File: src/rtl/tcspc_histogram_mem.sv
// Histogram memory for the TCSPC time-correlation analyser.
// Saturating per-bin counters behind a 2-stage read-modify-write pipe.
module tcspc_histogram_mem #(
  parameter int ADDR_W = 7,
  parameter int CNT_W  = 32,
  parameter int DROP_W = 16
) (
  input  logic              clk,
  input  logic              rst_n,
  input  logic [1:0]        command,
  input  logic              hit_valid,
  input  logic [ADDR_W-1:0] hit_bin,
  input  logic              rd_req,
  input  logic [ADDR_W-1:0] rd_addr,
  output logic              rd_valid,
  output logic [CNT_W-1:0]  rd_data,
  output logic              busy,
  output logic              overflow,
  output logic [DROP_W-1:0] drop_count
);

  localparam int NBINS = 1 << ADDR_W;
  localparam logic [ADDR_W-1:0] LAST = '1;
  localparam logic [CNT_W-1:0] CNT_MAX = '1;
  localparam logic [DROP_W-1:0] DROP_MAX = '1;

  typedef enum logic [1:0] {
    ST_CLEAR,
    ST_RUN,
    ST_HOLD
  } state_e;

  state_e state_q, state_d;
  logic [1:0] cmd_q;
  logic [ADDR_W-1:0] sweep_q, sweep_d;

  logic s1_vld_q, s1_vld_d;
  logic [ADDR_W-1:0] s1_bin_q;
  logic s2_vld_q, s2_vld_d;
  logic [ADDR_W-1:0] s2_bin_q;
  logic [CNT_W-1:0] s2_cnt_q, s2_cnt_d;

  logic ovf_q, ovf_d;
  logic [DROP_W-1:0] drop_q, drop_d;

  logic rdr_q;
  logic [ADDR_W-1:0] rda_q;
  logic rdv_q;
  logic [CNT_W-1:0] rdd_q;

  logic [CNT_W-1:0] mem_q [NBINS];

  logic clr_trig;
  logic hold_cmd;
  logic s2_sat;
  logic [CNT_W-1:0] s2_inc;
  logic s2_we;
  logic fwd;
  logic accept;
  logic drop_hit;

  // Only an edge into 01 starts a sweep; holding 01 must not retrigger.
  assign clr_trig = (state_q != ST_CLEAR) &&
                    (command == 2'b01) &&
                    (cmd_q != 2'b01);
  assign hold_cmd = (command != 2'b00);

  assign s2_sat = (s2_cnt_q == CNT_MAX);
  assign s2_inc = s2_sat ? s2_cnt_q : s2_cnt_q + 1'b1;
  assign s2_we  = s2_vld_q && !clr_trig;
  assign fwd    = s1_vld_q && s2_vld_q &&
                  (s1_bin_q == s2_bin_q);

  assign accept   = hit_valid && (state_q == ST_RUN) && !clr_trig;
  assign drop_hit = hit_valid && !accept;

  always_comb begin
    state_d = state_q;
    sweep_d = sweep_q;
    unique case (state_q)
      ST_CLEAR: begin
        sweep_d = sweep_q + 1'b1;
        if (sweep_q == LAST) begin
          state_d = hold_cmd ? ST_HOLD : ST_RUN;
        end
      end
      ST_RUN, ST_HOLD: begin
        if (clr_trig) begin
          state_d = ST_CLEAR;
          sweep_d = '0;
        end else begin
          state_d = hold_cmd ? ST_HOLD : ST_RUN;
        end
      end
      default: begin
        state_d = ST_CLEAR;
        sweep_d = '0;
      end
    endcase
  end

  always_comb begin
    s1_vld_d = accept;
    s2_vld_d = s1_vld_q && !clr_trig;
    s2_cnt_d = fwd ? s2_inc : mem_q[s1_bin_q];
    ovf_d    = ovf_q;
    if (clr_trig) begin
      ovf_d = 1'b0;
    end else if (s2_vld_q && s2_sat) begin
      ovf_d = 1'b1;
    end
    // Zero first so a hit on the clear-entry cycle still counts.
    drop_d = clr_trig ? '0 : drop_q;
    if (drop_hit && (drop_d != DROP_MAX)) begin
      drop_d = drop_d + 1'b1;
    end
  end

  always_ff @(posedge clk or negedge rst_n) begin
    if (!rst_n) begin
      state_q  <= ST_CLEAR;
      cmd_q    <= 2'b00;
      sweep_q  <= '0;
      s1_vld_q <= 1'b0;
      s1_bin_q <= '0;
      s2_vld_q <= 1'b0;
      s2_bin_q <= '0;
      s2_cnt_q <= '0;
      ovf_q    <= 1'b0;
      drop_q   <= '0;
      rdr_q    <= 1'b0;
      rda_q    <= '0;
      rdv_q    <= 1'b0;
      rdd_q    <= '0;
    end else begin
      state_q  <= state_d;
      cmd_q    <= command;
      sweep_q  <= sweep_d;
      s1_vld_q <= s1_vld_d;
      s1_bin_q <= hit_bin;
      s2_vld_q <= s2_vld_d;
      s2_bin_q <= s1_bin_q;
      s2_cnt_q <= s2_cnt_d;
      ovf_q    <= ovf_d;
      drop_q   <= drop_d;
      rdr_q    <= rd_req;
      rda_q    <= rd_addr;
      rdv_q    <= rdr_q;
      if (rdr_q) begin
        rdd_q <= mem_q[rda_q];
      end
    end
  end

  // Storage is left unreset so it can map onto RAM; the sweep zeroes it.
  always_ff @(posedge clk) begin
    if (state_q == ST_CLEAR) begin
      mem_q[sweep_q] <= '0;
    end else if (s2_we) begin
      mem_q[s2_bin_q] <= s2_inc;
    end
  end

  assign rd_valid   = rdv_q;
  assign rd_data    = rdd_q;
  assign busy       = (state_q == ST_CLEAR);
  assign overflow   = ovf_q;
  assign drop_count = drop_q;

endmodule

File: config.mk
export PLATFORM = sky130hd
export DESIGN_NAME = tcspc_histogram_mem
export DESIGN_NICKNAME = d
export VERILOG_FILES = /design/src/rtl/tcspc_histogram_mem.sv
export SDC_FILE = /design/constraint.sdc
export NUM_CORES = 2
export LEC_CHECK = 0
export ABC_AREA = 0
export BUFFER_PORTS_ARGS = -buffer_cell sky130_fd_sc_hd__clkbuf_2
export CAP_MARGIN = 15
export CORE_MARGIN = 2
export CORE_UTILIZATION = 57
export DETAILED_ROUTE_END_ITERATION = 12
export PLACE_DENSITY_LB_ADDON = 0.25
export SLEW_MARGIN = 30
export SYNTH_ARGS = -nofsm -noshare
export SYNTH_HDL_FRONTEND = slang
export SYNTH_SLANG_ARGS = --single-unit
File: constraint.sdc
create_clock -name clk -period 5.75 [get_ports clk]
set_input_delay 1.4375 -clock clk [delete_from_list [all_inputs] [get_ports clk]]
set_output_delay 1.4375 -clock clk [all_outputs]
set_load 0.005 [all_outputs]
==> Yosys cells after proc, flatten, opt, wreduce, memory -nomap -nowiden <==
Memories as Yosys holds them, arrays and structs flattened. A register that Yosys moved wholly into a read port is not among the register bits.
Cells that the tools add are included.
{ "totals": {"register_bits": 85, "inputBits": 20, "ram_bits": 4096, "output_inout_bits": 51, "mem_count": 1, "elab_cells": 67} }
{ "classes": {"muxes": 20, "eq_ne": 10, "addsub": 3, "n_reduce_logical": 20} }
{ "memory_table": {"columns": ["name", "depth", "width", "rd", "rd_clocked_by_memory_dff", "write_ports", "line_no", "text"], "rows": [
  ["mem_q", 128, 32, 2, 1, 1, "51", "logic [CNT_W-1:0] mem_q [NBINS];"]
]} }
{ "ops": {"columns": ["operator", "count"], "rows": [
  ["two-way mux 32 bit", 3],
  ["adder 32 x 1 -> 32 bit, second input constant", 1],
  ["equality test 32 bit, second input constant", 1],
  ["two-way mux 16 bit", 2],
  ["OR reduction 32 bit", 1],
  ["adder 16 x 1 -> 16 bit, second input constant", 1],
  ["inequality test 16 bit, second input constant", 1],
  ["two-way mux 7 bit", 2],
  ["one-hot mux 7 bit (2 select lines)", 1],
  ["logical AND 1 bit", 11],
  ["two-way mux 1 bit", 8],
  ["adder 7 x 1 -> 7 bit, second input constant", 1],
  ["equality test 7 bit", 1],
  ["equality test 7 bit, second input constant", 1],
  ["two-way mux 2 bit", 3],
  ["nonzero test 2 bit", 3],
  ["equality test 2 x 1 -> 1 bit, second input constant", 2],
  ["inequality test 2 x 1 -> 1 bit, second input constant", 2],
  ["one-hot mux 2 bit (2 select lines)", 1],
  ["logical NOT 1 bit", 3],
  ["equality test 2 bit, second input constant", 1],
  ["logical NOT 2 bit", 1],
  ["inequality test 2 bit, second input constant", 1],
  ["OR reduction 2 bit", 1]
]} }

==> Depth between registers and ports, before layout <==
{ "logic_depth": {"word_depth": 10, "depth_mapped": 12, "mapped_depth_nobuf": 10} }

==> Worst setup path before layout <==
Ideal clock, no wire load.
{ "synth_timing": {"path_kind": "input-to-reg", "from": "input command[1]", "to": "memory mem_q[0][0] (data pin)", "path_buffers": 2, "setup_time_ps": 798, "required_ps": 4952, "slack_ps": -241, "arrival_time_ps": 5193, "path_stages": 5, "cell_sequence": "nand2b_1 -> o21ai_2 -> clkbuf_1 -> clkbuf_1 -> nor2_1"} }
{ "synth_between": {"elab_chain_cells": 10} }
{ "synth_rtl": {"columns": ["item", "line_no", "text"], "rows": [
  ["from (decl)", "10", "input logic [1:0] command,"],
  ["equality test 2 x 1 -> 1 bit", "64", "(command == 2'b01) &&"],
  ["logical AND 1 bit", "63", "assign clr_trig = (state_q != ST_CLEAR) &&"],
  ["logical AND 1 bit", "64", null],
  ["logical NOT 1 bit", "70", "assign s2_we = s2_vld_q && !clr_trig;"],
  ["logical AND 1 bit", "70", null],
  ["two-way mux 1 bit", "159", "end else if (s2_we) begin"],
  ["two-way mux 1 bit", "157", "if (state_q == ST_CLEAR) begin"],
  ["two-way mux 1 bit (not written as such)", "160", "mem_q[s2_bin_q] <= s2_inc;"],
  ["OR reduction 32 bit (no source line)", null, null],
  ["two-way mux 32 bit (no source line)", null, null],
  ["to (decl)", "51", null]
]} }
Every way passes these cells.

==> results.json <==
{
  "post_cts_buffers": 0,
  "die_area_sq_um": 343000,
  "power.switching_w": 0.0155,
  "cts_resized": 0,
  "fin_cells": 15120,
  "rsz0062_at_grt": "false",
  "pwr-share-comb_pct": 6.0,
  "clkTransAtPathRegs_ps": 60,
  "max_freq_ghz": 0.215,
  "initial_core_util_pct": 57.3,
  "cts.sink_count": 4213,
  "p_clk_share_pct": 43.2,
  "port_buffers": 70,
  "start_kind": "flop",
  "r2r-start": "rda_q[0]",
  "yosys_warnings": 0,
  "drv_slew": 0,
  "gp_congestion": 1.06,
  "slew_headroom_pct": 18.4,
  "die_w_microns": 586,
  "grt_pass1_vias": 114998,
  "critPathRequiredTime_ps": 6690,
  "cts_hold_buffers": 0,
  "drtAntennaViolNets": 0,
  "place_inst": 14272,
  "synth_cell_types": 77,
  "fin_nets": 10224,
  "hpwlAfterDp_microns": 445000,
  "min_period_over_period_pct": 80.8,
  "leakagePower_nw": 57.2,
  "hold_class": "input pin to asynchronous set/reset pin",
  "cts_tree": "yes",
  "coreArea_sq_um": 337000,
  "power_density_nw_per_um2": 304,
  "synth_area_per_cell_sq_um": 19.6,
  "p_sw_share_pct": 23.4,
  "hold_slack_ps": 265,
  "path_class": "flop to flop",
  "critPathArrivalTime_ps": 5580,
  "finalPower_w": 0.0663,
  "rows": 213,
  "die_h_microns": 586,
  "irDropWorstVdd_uv": 264,
  "pin_count": 71,
  "syn_to_final_growth_pct": 12.8,
  "syn-num-nets": 9870,
  "startpoint": "rda_q[0]",
  "p_seq_share_pct": 50.8,
  "skew_ps": 69.5,
  "wire_per_inst_microns": 45.3,
  "num_vias": 116670,
  "outcome": "completed",
  "viasPerCell": 7.72,
  "fin_crit_ps": 4650,
  "ys_seq_area_share_pct": 65.3,
  "grt_start_max_net_pins": 129,
  "finalHoldViolCount": 0,
  "power.internal_w": 0.0508,
  "crit_path_end_kind": "flop",
  "synth-edff-count": 4096,
  "grt_usage_pct": 40.2,
  "worstPathMaxFanout": 28,
  "synth_cells": 9844,
  "setup_viol": 0,
  "syn_area_sq_um": 193000,
  "grt_pass1_wl_microns": 938000,
  "wl_microns": 685000,
  "synth-seq-cells": 4213,
  "cts_buffers": 432,
  "worstSkewPairLatency_ps": 1060,
  "fill_cells": 22314,
  "drive_above_1_share_pct": 33.2,
  "synth_async_sr_flop_share_pct": 2.78,
  "htree_num_levels": 5,
  "drcViolationCount": 0,
  "drtIter0Drc": 19542,
  "gr-total-overflow": 0,
  "antenna_found_initial": 38,
  "clk_path_buf_depth": 4,
  "ys.flop_type": "edfxtp_1",
  "root_buffer": "clkbuf_16",
  "first_pass_iters": 9,
  "worst_pin_slew_ps": 1220,
  "max-cap-violations": 0
}
## worst paths after layout
check                            endpoint  slack [ps]  cells after the start
setup / recovery               rd_data[6]        1100                      7
hold / removal             drop_count[12]         270                      1
setup reg to reg               rd_data[6]        1100                      7
hold reg to reg                  overflow         530                      2
max in group asynchronous        rda_q[1]        4220                      2
min in group clk                 rda_q[2]         510                      1
## stage by stage
stage	instance area, sq um	TNS (ps)	worst slack (ps)	utilization [%]
after floorplan	193000	-983740	-241	-
after global placement	203000	0	531	60.2
after detailed placement	203000	0	532	60.3
after CTS	217000	0	1330	64.5
after global routing	218000	0	1070	64.6
final	218000	0	1100	64.6
## critical path: stages, from the launching register on
cell,delay (ps)
dfrtp_4,940
buf_12,360
mux4_2,530
a22o_1,280
a221oi_1,890
o22ai_1,350
o32a_1,750
o31a_1,250
## per-layer routing
metal  global-route usage, %  wire length, microns  part of all wire, %
met1                    50.5                220000                   32
met2                    58.2                301000                   44
met3                    12.5                 95000                   14
met4                    31.9                 69000                   10
met5                    1.34                   392                0.057
## power by group through the flow
stage | Clock [W] | Sequential [W] | Combinational [W]
final | 0.0286 | 0.0337 | 0.00400
after global routing | 0.0299 | 0.0336 | 0.00401
after CTS | 0.0287 | 0.0336 | 0.00385
after detailed placement | 0 | 0.0342 | 0.00384
after global placement | 0 | 0.0342 | 0.00379
after floorplan | 0 | 0.0340 | 0.00216
## kinds of logic (layout without fill, tap and decap cells)
group / after synthesis / after routing / share of synthesized area [%]
multiplexers: 2411 / 2411 / 24.5
XOR/XNOR: 51 / 51 / 0.231
AO/OA/AOI/OAI: 1531 / 1531 / 5.70
buffers and inverters: 816 / 1544 / 2.22
AND/OR/NAND/NOR: 816 / 816 / 2.04
flip-flops: 4213 / 4213 / 65.3
adder cells (fa/ha/maj): 6 / 6 / 0.0389
other: 0 / 33 / 0
## cell usage after synthesis, types with 5 or more instances
master    instances  share of area (%)
a211oi_1         54               0.21
a21oi_1         249               0.65
a221oi_1        183               0.83
a22o_1          101               0.46
a22oi_1         391                1.5
a31oi_1          23              0.075
and2_1           16              0.052
and3_1           12              0.039
and4_1            6              0.027
buf_1            66               0.13
buf_2           234               0.61
buf_4           110               0.43
buf_6            69               0.40
clkbuf_1        323               0.63
dfrtp_1         117                1.5
edfxtp_1       4096                 64
ha_1              6              0.039
inv_1            13              0.025
mux2_2           10              0.058
mux2i_1         549                2.8
mux4_2         1851                 22
nand2_1         175               0.34
nand2b_1         35               0.11
nand3_1          84               0.22
nand3b_1         14              0.054
nand4_1          63               0.20
nor2_1          261               0.51
nor2b_1          32               0.10
nor3_1           47               0.12
nor4_1           36               0.12
o211ai_1        123               0.48
o21ai_0          80               0.21
o21ai_1          28              0.073
o221ai_1         26               0.12
o22a_1           18              0.082
o22ai_1         149               0.48
o31a_1           32               0.15
o32a_1           32               0.17
or3_1             5              0.016
or3b_2            5              0.023
xnor2_1          23               0.10
xor2_1           28               0.13
## flip-flops by register name (all words and copies together) (netlist names)
name and flops:
rdr_q 1, sweep_q 7, s1_bin_q 7, s2_bin_q 7, drop_count 16, cmd_q 2
rda_q 7, rd_valid 1, s1_vld_q 1, rd_data 32, s2_vld_q 1, mem_q 4096
overflow 1, state_q 2, s2_cnt_q 32
## area by class of cell
cell class | instances | area, sq um | area share [%]
antenna | 33 | 82.6 | 0.0379
clock buffer | 507 | 11300 | 5.19
clock inverter | 301 | 2980 | 1.37
inverter | 14 | 53.8 | 0.0247
multi-input combinational | 4815 | 64300 | 29.5
sequential | 4213 | 126000 | 57.9
tap | 4515 | 5650 | 2.59
timing repair buffer | 722 | 7360 | 3.38
## placed cells by master, fill, tap and decap left out, types with 63 or more instances in the layout
master,synthesis,layout
dfrtp_1,117,105
clkinv_1,0,82
nor2_1,261,93
a22o_1,101,101
a221oi_1,183,183
edfxtp_1,4096,4096
o211ai_1,123,123
nand2_1,175,175
a21oi_1,249,247
mux2i_1,549,549
nand3_1,84,82
nor2_4,0,164
clkbuf_16,0,438
clkinv_2,0,111
clkbuf_2,0,69
a22oi_1,391,391
nand4_1,63,63
o21ai_0,80,79
mux4_2,1851,1851
o22ai_1,149,149
buf_12,0,145
buf_4,110,486
No activity file was read; power rests on OpenSTA's default activity.
